[src/rtl/mem_pkg.sv]
// Shared encodings, FSM state type and the alignment rule for the MEM-stage data memory.
package mem_pkg;

   localparam logic [1:0] SZ_BYTE = 2'd0;
   localparam logic [1:0] SZ_HALF = 2'd1;
   localparam logic [1:0] SZ_WORD = 2'd2;

   typedef logic [0:0] state_t;
   localparam state_t ST_CLEAR = 1'b0;
   localparam state_t ST_READY = 1'b1;

   // Size 3 is reserved and always rejected.
   function automatic logic is_aligned(input logic [1:0] sz, input logic [1:0] lane);
      logic ok;
      case (sz)
         SZ_BYTE: ok = 1'b1;
         SZ_HALF: ok = ~lane[0];
         SZ_WORD: ok = (lane == 2'b00);
         default: ok = 1'b0;
      endcase
      return ok;
   endfunction

endpackage

[src/rtl/mem_lane_align.sv]
// Combinational lane steering: store byte enables / replicated data, load extract / extend.
module mem_lane_align
   import mem_pkg::*;
(
   input  logic [1:0]  i_size,
   input  logic [1:0]  i_lane,
   input  logic        i_sign_ext,
   input  logic [31:0] i_wdata,
   input  logic [31:0] i_rword,
   output logic [3:0]  o_be_c,
   output logic [31:0] o_wdata_c,
   output logic [31:0] o_rdata_c
);

   logic [31:0] w_shift;

   assign w_shift = i_rword >> {i_lane, 3'b000};

   // Store data is replicated across lanes so the byte enables alone pick the target.
   always_comb begin
      o_be_c    = 4'b0000;
      o_wdata_c = i_wdata;
      case (i_size)
         SZ_BYTE: begin
            o_be_c    = 4'b0001 << i_lane;
            o_wdata_c = {4{i_wdata[7:0]}};
         end
         SZ_HALF: begin
            o_be_c    = i_lane[1] ? 4'b1100 : 4'b0011;
            o_wdata_c = {2{i_wdata[15:0]}};
         end
         SZ_WORD: o_be_c = 4'b1111;
         default: o_be_c = 4'b0000;
      endcase
   end

   always_comb begin
      o_rdata_c = i_rword;
      case (i_size)
         SZ_BYTE: o_rdata_c = {{24{i_sign_ext & w_shift[7]}},  w_shift[7:0]};
         SZ_HALF: o_rdata_c = {{16{i_sign_ext & w_shift[15]}}, w_shift[15:0]};
         default: o_rdata_c = i_rword;
      endcase
   end

endmodule

[src/rtl/data_mem_ctrl.sv]
// MEM-stage data memory: byte/half/word access, 1-cycle registered loads,
// read-first on simultaneous access, and a post-reset zeroing sweep.
module data_mem_ctrl
   import mem_pkg::*;
#(
   parameter int unsigned DEPTH          = 64,
   parameter int unsigned ADDR_W         = 8,
   parameter bit          CLEAR_ON_RESET = 1'b1
) (
   input  logic              clk,
   input  logic              res,
   input  logic              memwr,
   input  logic              memrd,
   input  logic [1:0]        size,
   input  logic              sign_ext,
   input  logic [ADDR_W-1:0] address,
   input  logic [31:0]       data,
   output logic [31:0]       datao,
   output logic              rvalid,
   output logic              misalign,
   output logic              busy
);

   localparam int unsigned IDX_W    = ADDR_W - 2;
   localparam state_t      ST_RESET = CLEAR_ON_RESET ? ST_CLEAR : ST_READY;

   logic [31:0]      r_mem [DEPTH];
   state_t           r_state;
   state_t           w_state_nxt;
   logic [IDX_W-1:0] r_cnt;
   logic [IDX_W-1:0] w_cnt_nxt;
   logic             r_busy;
   logic [31:0]      r_datao;
   logic             r_rvalid;
   logic             r_misalign;

   logic [IDX_W-1:0] w_idx;
   logic [1:0]       w_lane;
   logic             w_ready;
   logic             w_legal;
   logic             w_do_rd;
   logic             w_do_wr;
   logic             w_clr_we;
   logic [3:0]       w_be;
   logic [31:0]      w_wdata;
   logic [31:0]      w_rword;
   logic [31:0]      w_rdata;

   assign w_idx    = address[ADDR_W-1:2];
   assign w_lane   = address[1:0];
   assign w_ready  = (r_state == ST_READY);
   assign w_legal  = is_aligned(size, w_lane);
   assign w_do_rd  = w_ready & memrd & w_legal;
   // Array writes are gated by res so reset itself never disturbs contents.
   assign w_do_wr  = res & w_ready & memwr & w_legal;
   assign w_clr_we = res & (r_state == ST_CLEAR);
   assign w_rword  = r_mem[w_idx];

   mem_lane_align u_lane (
      .i_size     (size),
      .i_lane     (w_lane),
      .i_sign_ext (sign_ext),
      .i_wdata    (data),
      .i_rword    (w_rword),
      .o_be_c     (w_be),
      .o_wdata_c  (w_wdata),
      .o_rdata_c  (w_rdata)
   );

   always_comb begin
      w_state_nxt = r_state;
      w_cnt_nxt   = r_cnt;
      case (r_state)
         ST_CLEAR: begin
            w_cnt_nxt = r_cnt + IDX_W'(1);
            if (r_cnt == IDX_W'(DEPTH - 1)) begin
               w_state_nxt = ST_READY;
            end
         end
         default: ;
      endcase
   end

   always_ff @(posedge clk or negedge res) begin
      if (!res) begin
         r_state <= ST_RESET;
         r_cnt   <= '0;
         r_busy  <= CLEAR_ON_RESET;
      end else begin
         r_state <= w_state_nxt;
         r_cnt   <= w_cnt_nxt;
         r_busy  <= (w_state_nxt == ST_CLEAR);
      end
   end

   always_ff @(posedge clk or negedge res) begin
      if (!res) begin
         r_datao    <= '0;
         r_rvalid   <= 1'b0;
         r_misalign <= 1'b0;
      end else begin
         r_rvalid   <= w_do_rd;
         r_misalign <= w_ready & (memrd | memwr) & ~w_legal;
         if (w_do_rd) begin
            r_datao <= w_rdata;
         end
      end
   end

   // Array has no reset; the sweep provides the zero state.
   always_ff @(posedge clk) begin
      if (w_clr_we) begin
         r_mem[r_cnt] <= '0;
      end else if (w_do_wr) begin
         for (int b = 0; b < 4; b++) begin
            if (w_be[b]) begin
               r_mem[w_idx][b*8 +: 8] <= w_wdata[b*8 +: 8];
            end
         end
      end
   end

   assign datao    = r_datao;
   assign rvalid   = r_rvalid;
   assign misalign = r_misalign;
   assign busy     = r_busy;

endmodule

[config.mk]
export PLATFORM = sky130hd
export DESIGN_NAME = data_mem_ctrl
export DESIGN_NICKNAME = d
export VERILOG_FILES = /design/src/rtl/mem_pkg.sv /design/src/rtl/mem_lane_align.sv /design/src/rtl/data_mem_ctrl.sv
export SDC_FILE = /design/constraint.sdc
export NUM_CORES = 2
export LEC_CHECK = 0
export ABC_CLOCK_PERIOD_IN_PS = 8100
export CAP_MARGIN = 40
export CORE_AREA = 2 2 374 376
export DETAILED_ROUTE_END_ITERATION = 10
export DIE_AREA = 0 0 376 378
export DONT_BUFFER_PORTS = 1
export GPL_TIMING_DRIVEN = 0
export MAX_ROUTING_LAYER = met4
export PLACE_DENSITY = 0.72
export SLEW_MARGIN = 0
export SYNTH_ARGS = -nofsm -noshare
export SYNTH_HDL_FRONTEND = slang
export SYNTH_SLANG_ARGS = --single-unit
[constraint.sdc]
create_clock -name clk -period 8.1 [get_ports clk]
set_input_delay 2.43 -clock clk [delete_from_list [all_inputs] [get_ports clk]]
set_output_delay 2.43 -clock clk [all_outputs]
set_load 0.02 [all_outputs]
==> impl_metrics.env <==
export IMPL_ctsHoldBuffers=0
export IMPL_dieHeight_um=378
export IMPL_yosysTopAreaCell="edfxtp_1"
export IMPL_die_w_um=376
export IMPL_gp_congestion=1.13
export IMPL_arrival_ns=8.85
export IMPL_p_leak_nw=26.4
export IMPL_synth_warning_count=0
export IMPL_yosysTopAreaCellShare_pct=74.6
export IMPL_ys_flop_type="edfxtp_1"
export IMPL_grt_pass1_vias=46200
export IMPL_dieArea_um2=142000
export IMPL_hold_path_class="reg -> reg"
export IMPL_via_count=50300
export IMPL_clk_pin_slew_worst_paths_ns=0.06
export IMPL_drc=0
export IMPL_num_io_pins=82
export IMPL_startpoint_type="primary input"
export IMPL_fillCellCount=8459
export IMPL_gr_usage_met1_pct=61.3
export IMPL_synthTopCellsByArea="edfxtp_1 75%, mux4_2 15%, nor2_1 1.6%, mux2i_1 1.6%, dfrtp_1 1.2%"
export IMPL_clock_path_buffers=3
export IMPL_ys_seq_elements=2090
export IMPL_period_share_pct=102
export IMPL_viasPerCell=7.65
export IMPL_dr_first_iter_drc_count=11400
export IMPL_cp_end_kind="flop"
export IMPL_synth_edf_count=2048
export IMPL_start_util_pct=59.5
export IMPL_powerDensity_nw_per_um2=233
export IMPL_setup_tns_ns=-2.63
export IMPL_critPathKind="in -> reg"
export IMPL_grt_max_degree=58
export IMPL_ys_seq_area_share_pct=75.9
export IMPL_clock_fmax_mhz=121
export IMPL_min_period_ns=8.27
export IMPL_rows=137
export IMPL_cpLargestDelayFamily="buffers and inverters"
export IMPL_ctsRootBufferMaster="clkbuf_16"
export IMPL_cp_slowest_cell="buf_2"
export IMPL_layout_common_cells="2,048 x edfxtp_1, 534 x mux4_2, 327 x nor2_1"
export IMPL_antenna_found_initial=53
export IMPL_violations="negative setup slack"
export IMPL_clock_sinks=2090
export IMPL_rsz0062_at_grt="false"
export IMPL_cpPeakStageDelay_ns=0.91
export IMPL_crit_top_cell="buf_4"
export IMPL_overflow=0
export IMPL_post_place_ws_ns=-0.634
export IMPL_hpwlAfterDp_mm=243
export IMPL_synthesis_nets=4003
export IMPL_h_tree_depth=4
export IMPL_netlist_instances=3955
export IMPL_routed_wl_mm=349
export IMPL_grtUsageTotal_pct=51.1
export IMPL_drive_above_1_share_pct=30.1
export IMPL_wl_per_cell_um=53.1
export IMPL_cp_num_buf_inv=9
export IMPL_synth_cell_types=72
export IMPL_busiest_layer="met2"
export IMPL_first_pass_iters=9
export IMPL_final_common_cell="edfxtp_1"
export IMPL_crit_path_max_fanout=10
export IMPL_avgSynthCellArea_um2=20.8
export IMPL_cts_buffers=203
export IMPL_clk_latency_ns=0.88
export IMPL_core_area_um2=139000
export IMPL_status="complete, but fails checks"
export IMPL_num_nets_final=4570
export IMPL_max_cap_violations=0
export IMPL_finalClockSkew_ns=0.0374
export IMPL_cp_cell_sequence="buf_4 -> buf_4 -> buf_4 -> buf_6 -> buf_2 -> buf_2 -> buf_4 -> and3_1 -> a31oi_1 -> nor2_1 -> buf_4 -> nand2_1 -> nor2_1 -> buf_4"
export IMPL_syn_cell_area_um2=82400
export IMPL_finalSetupViolCount=27
export IMPL_relSlewSlack_pct=26.2
export IMPL_ant_nets=0
export IMPL_area_growth_syn_to_layout_pct=16.2
export IMPL_finalWorstSetupSlack_ns=-0.174
export IMPL_use_met2_pct=67.0
export IMPL_worstMarginPinSlew_ns=1.11
export IMPL_drv_slew=0
export IMPL_grt_first_pass_wirelength_mm=444
export IMPL_hold_viol=0
export IMPL_worstPathRequired_ns=8.68
export IMPL_cts_tree="built"
export IMPL_async_flop_share_pct=2.01
export IMPL_vdd_drop_max_v=0.000301
export IMPL_portBuffers=0
export IMPL_grt_use_met3_pct=25.2
[layer usage]
metal  routed length, µm  vias up  part of all wire [%]
met4               31000        0                   8.9
met1              110000    25800                    32
met2              144000     5680                    41
met5                   0        -                     0
met3               63400     1197                    18
li1                    -    17600                     -
[worst paths after layout]
| kind | startpoint | endpoint | slack (ns) | cells past startpoint |
|---|---|---|---|---|
| hold reg to reg | r_cnt[2] | r_cnt[2] | 0.64 | 1 |
| setup / recovery | address[3] | r_mem[43][2] | -0.17 | 14 |
| hold / removal | r_cnt[2] | r_cnt[2] | 0.64 | 1 |
| max in group asynchronous | res | busy | 6.64 | 0 |
| min in group asynchronous | res | datao[28] | 1.24 | 0 |
| setup reg to reg | r_state | r_mem[21][17] | 3.25 | 8 |
[final cells by class]
| type | count | area, µm² | area share (%) |
|---|---|---|---|
| diodes | 73 | 183 | 0.191 |
| plain buffers | 220 | 1430 | 1.49 |
| clock buffers | 251 | 5340 | 5.58 |
| clock inverters | 127 | 1310 | 1.37 |
| inverters | 14 | 52.6 | 0.0549 |
| multi-input cells | 1631 | 18700 | 19.5 |
| flip-flops and latches | 2090 | 62600 | 65.3 |
| well taps | 1807 | 2260 | 2.36 |
| repair buffers | 362 | 3920 | 4.09 |
[through the flow]
step | cell area [µm²] | utilization, % | instances | power (W) | hold WS, ns
2_1_floorplan | 82400 | - | 3955 | 0.0123 | 0.498
3_3_place_gp | 84700 | 61.1 | 5762 | 0.0128 | 0.623
3_5_place_dp | 88700 | 64.0 | 6111 | 0.0129 | 0.609
4_1_cts | 95300 | 68.8 | 6489 | 0.0222 | 0.624
5_1_grt | 95700 | 69.1 | 6561 | 0.0226 | 0.625
6_report | 95800 | 69.1 | 6575 | 0.0223 | 0.635
[power by group]
part | leakage (nW) | switching (W) | internal, W
clock | 3.22 | 0.00424 | 0.00535
sequential | 14.8 | 0 | 0.0117
combinational | 8.32 | 0.000801 | 0.000261
[registers in the layout (all words and copies together), names as in the netlist]
name,count
r_state,1
busy,1
r_cnt,6
misalign,1
datao,32
r_mem,2048
rvalid,1
[synthesized netlist by cell type (30+ instances only)]
master and count:
dfrtp_1 41, a22oi_1 42, buf_4 49, nor2_1 348
mux4_2 534, mux2i_1 128, nand2_1 180, o22ai_1 30
o21ai_0 30, clkbuf_1 68, nand3_1 32, buf_2 51
a21oi_1 54, edfxtp_1 2048
[kinds of logic (layout without fill, tap and decap cells)]
family	count (synthesis)	in the layout	synth area share [%]
adders and majority gates	1	1	0.0152
buffers and inverters	234	974	1.76
other	0	73	0
DFF	2090	2090	75.9
xor gates and xnor gates	5	5	0.0531
AOI/OAI and AO/OA	287	287	2.41
and+or+nand+nor	653	653	3.29
muxes	685	685	16.6
[what timing repair did]
action	in CTS	in global routing
setup endpoints to repair	0	4
setup buffers	0	0
resized for setup	0	1
Note: power is estimated with default switching activity, not from simulation.
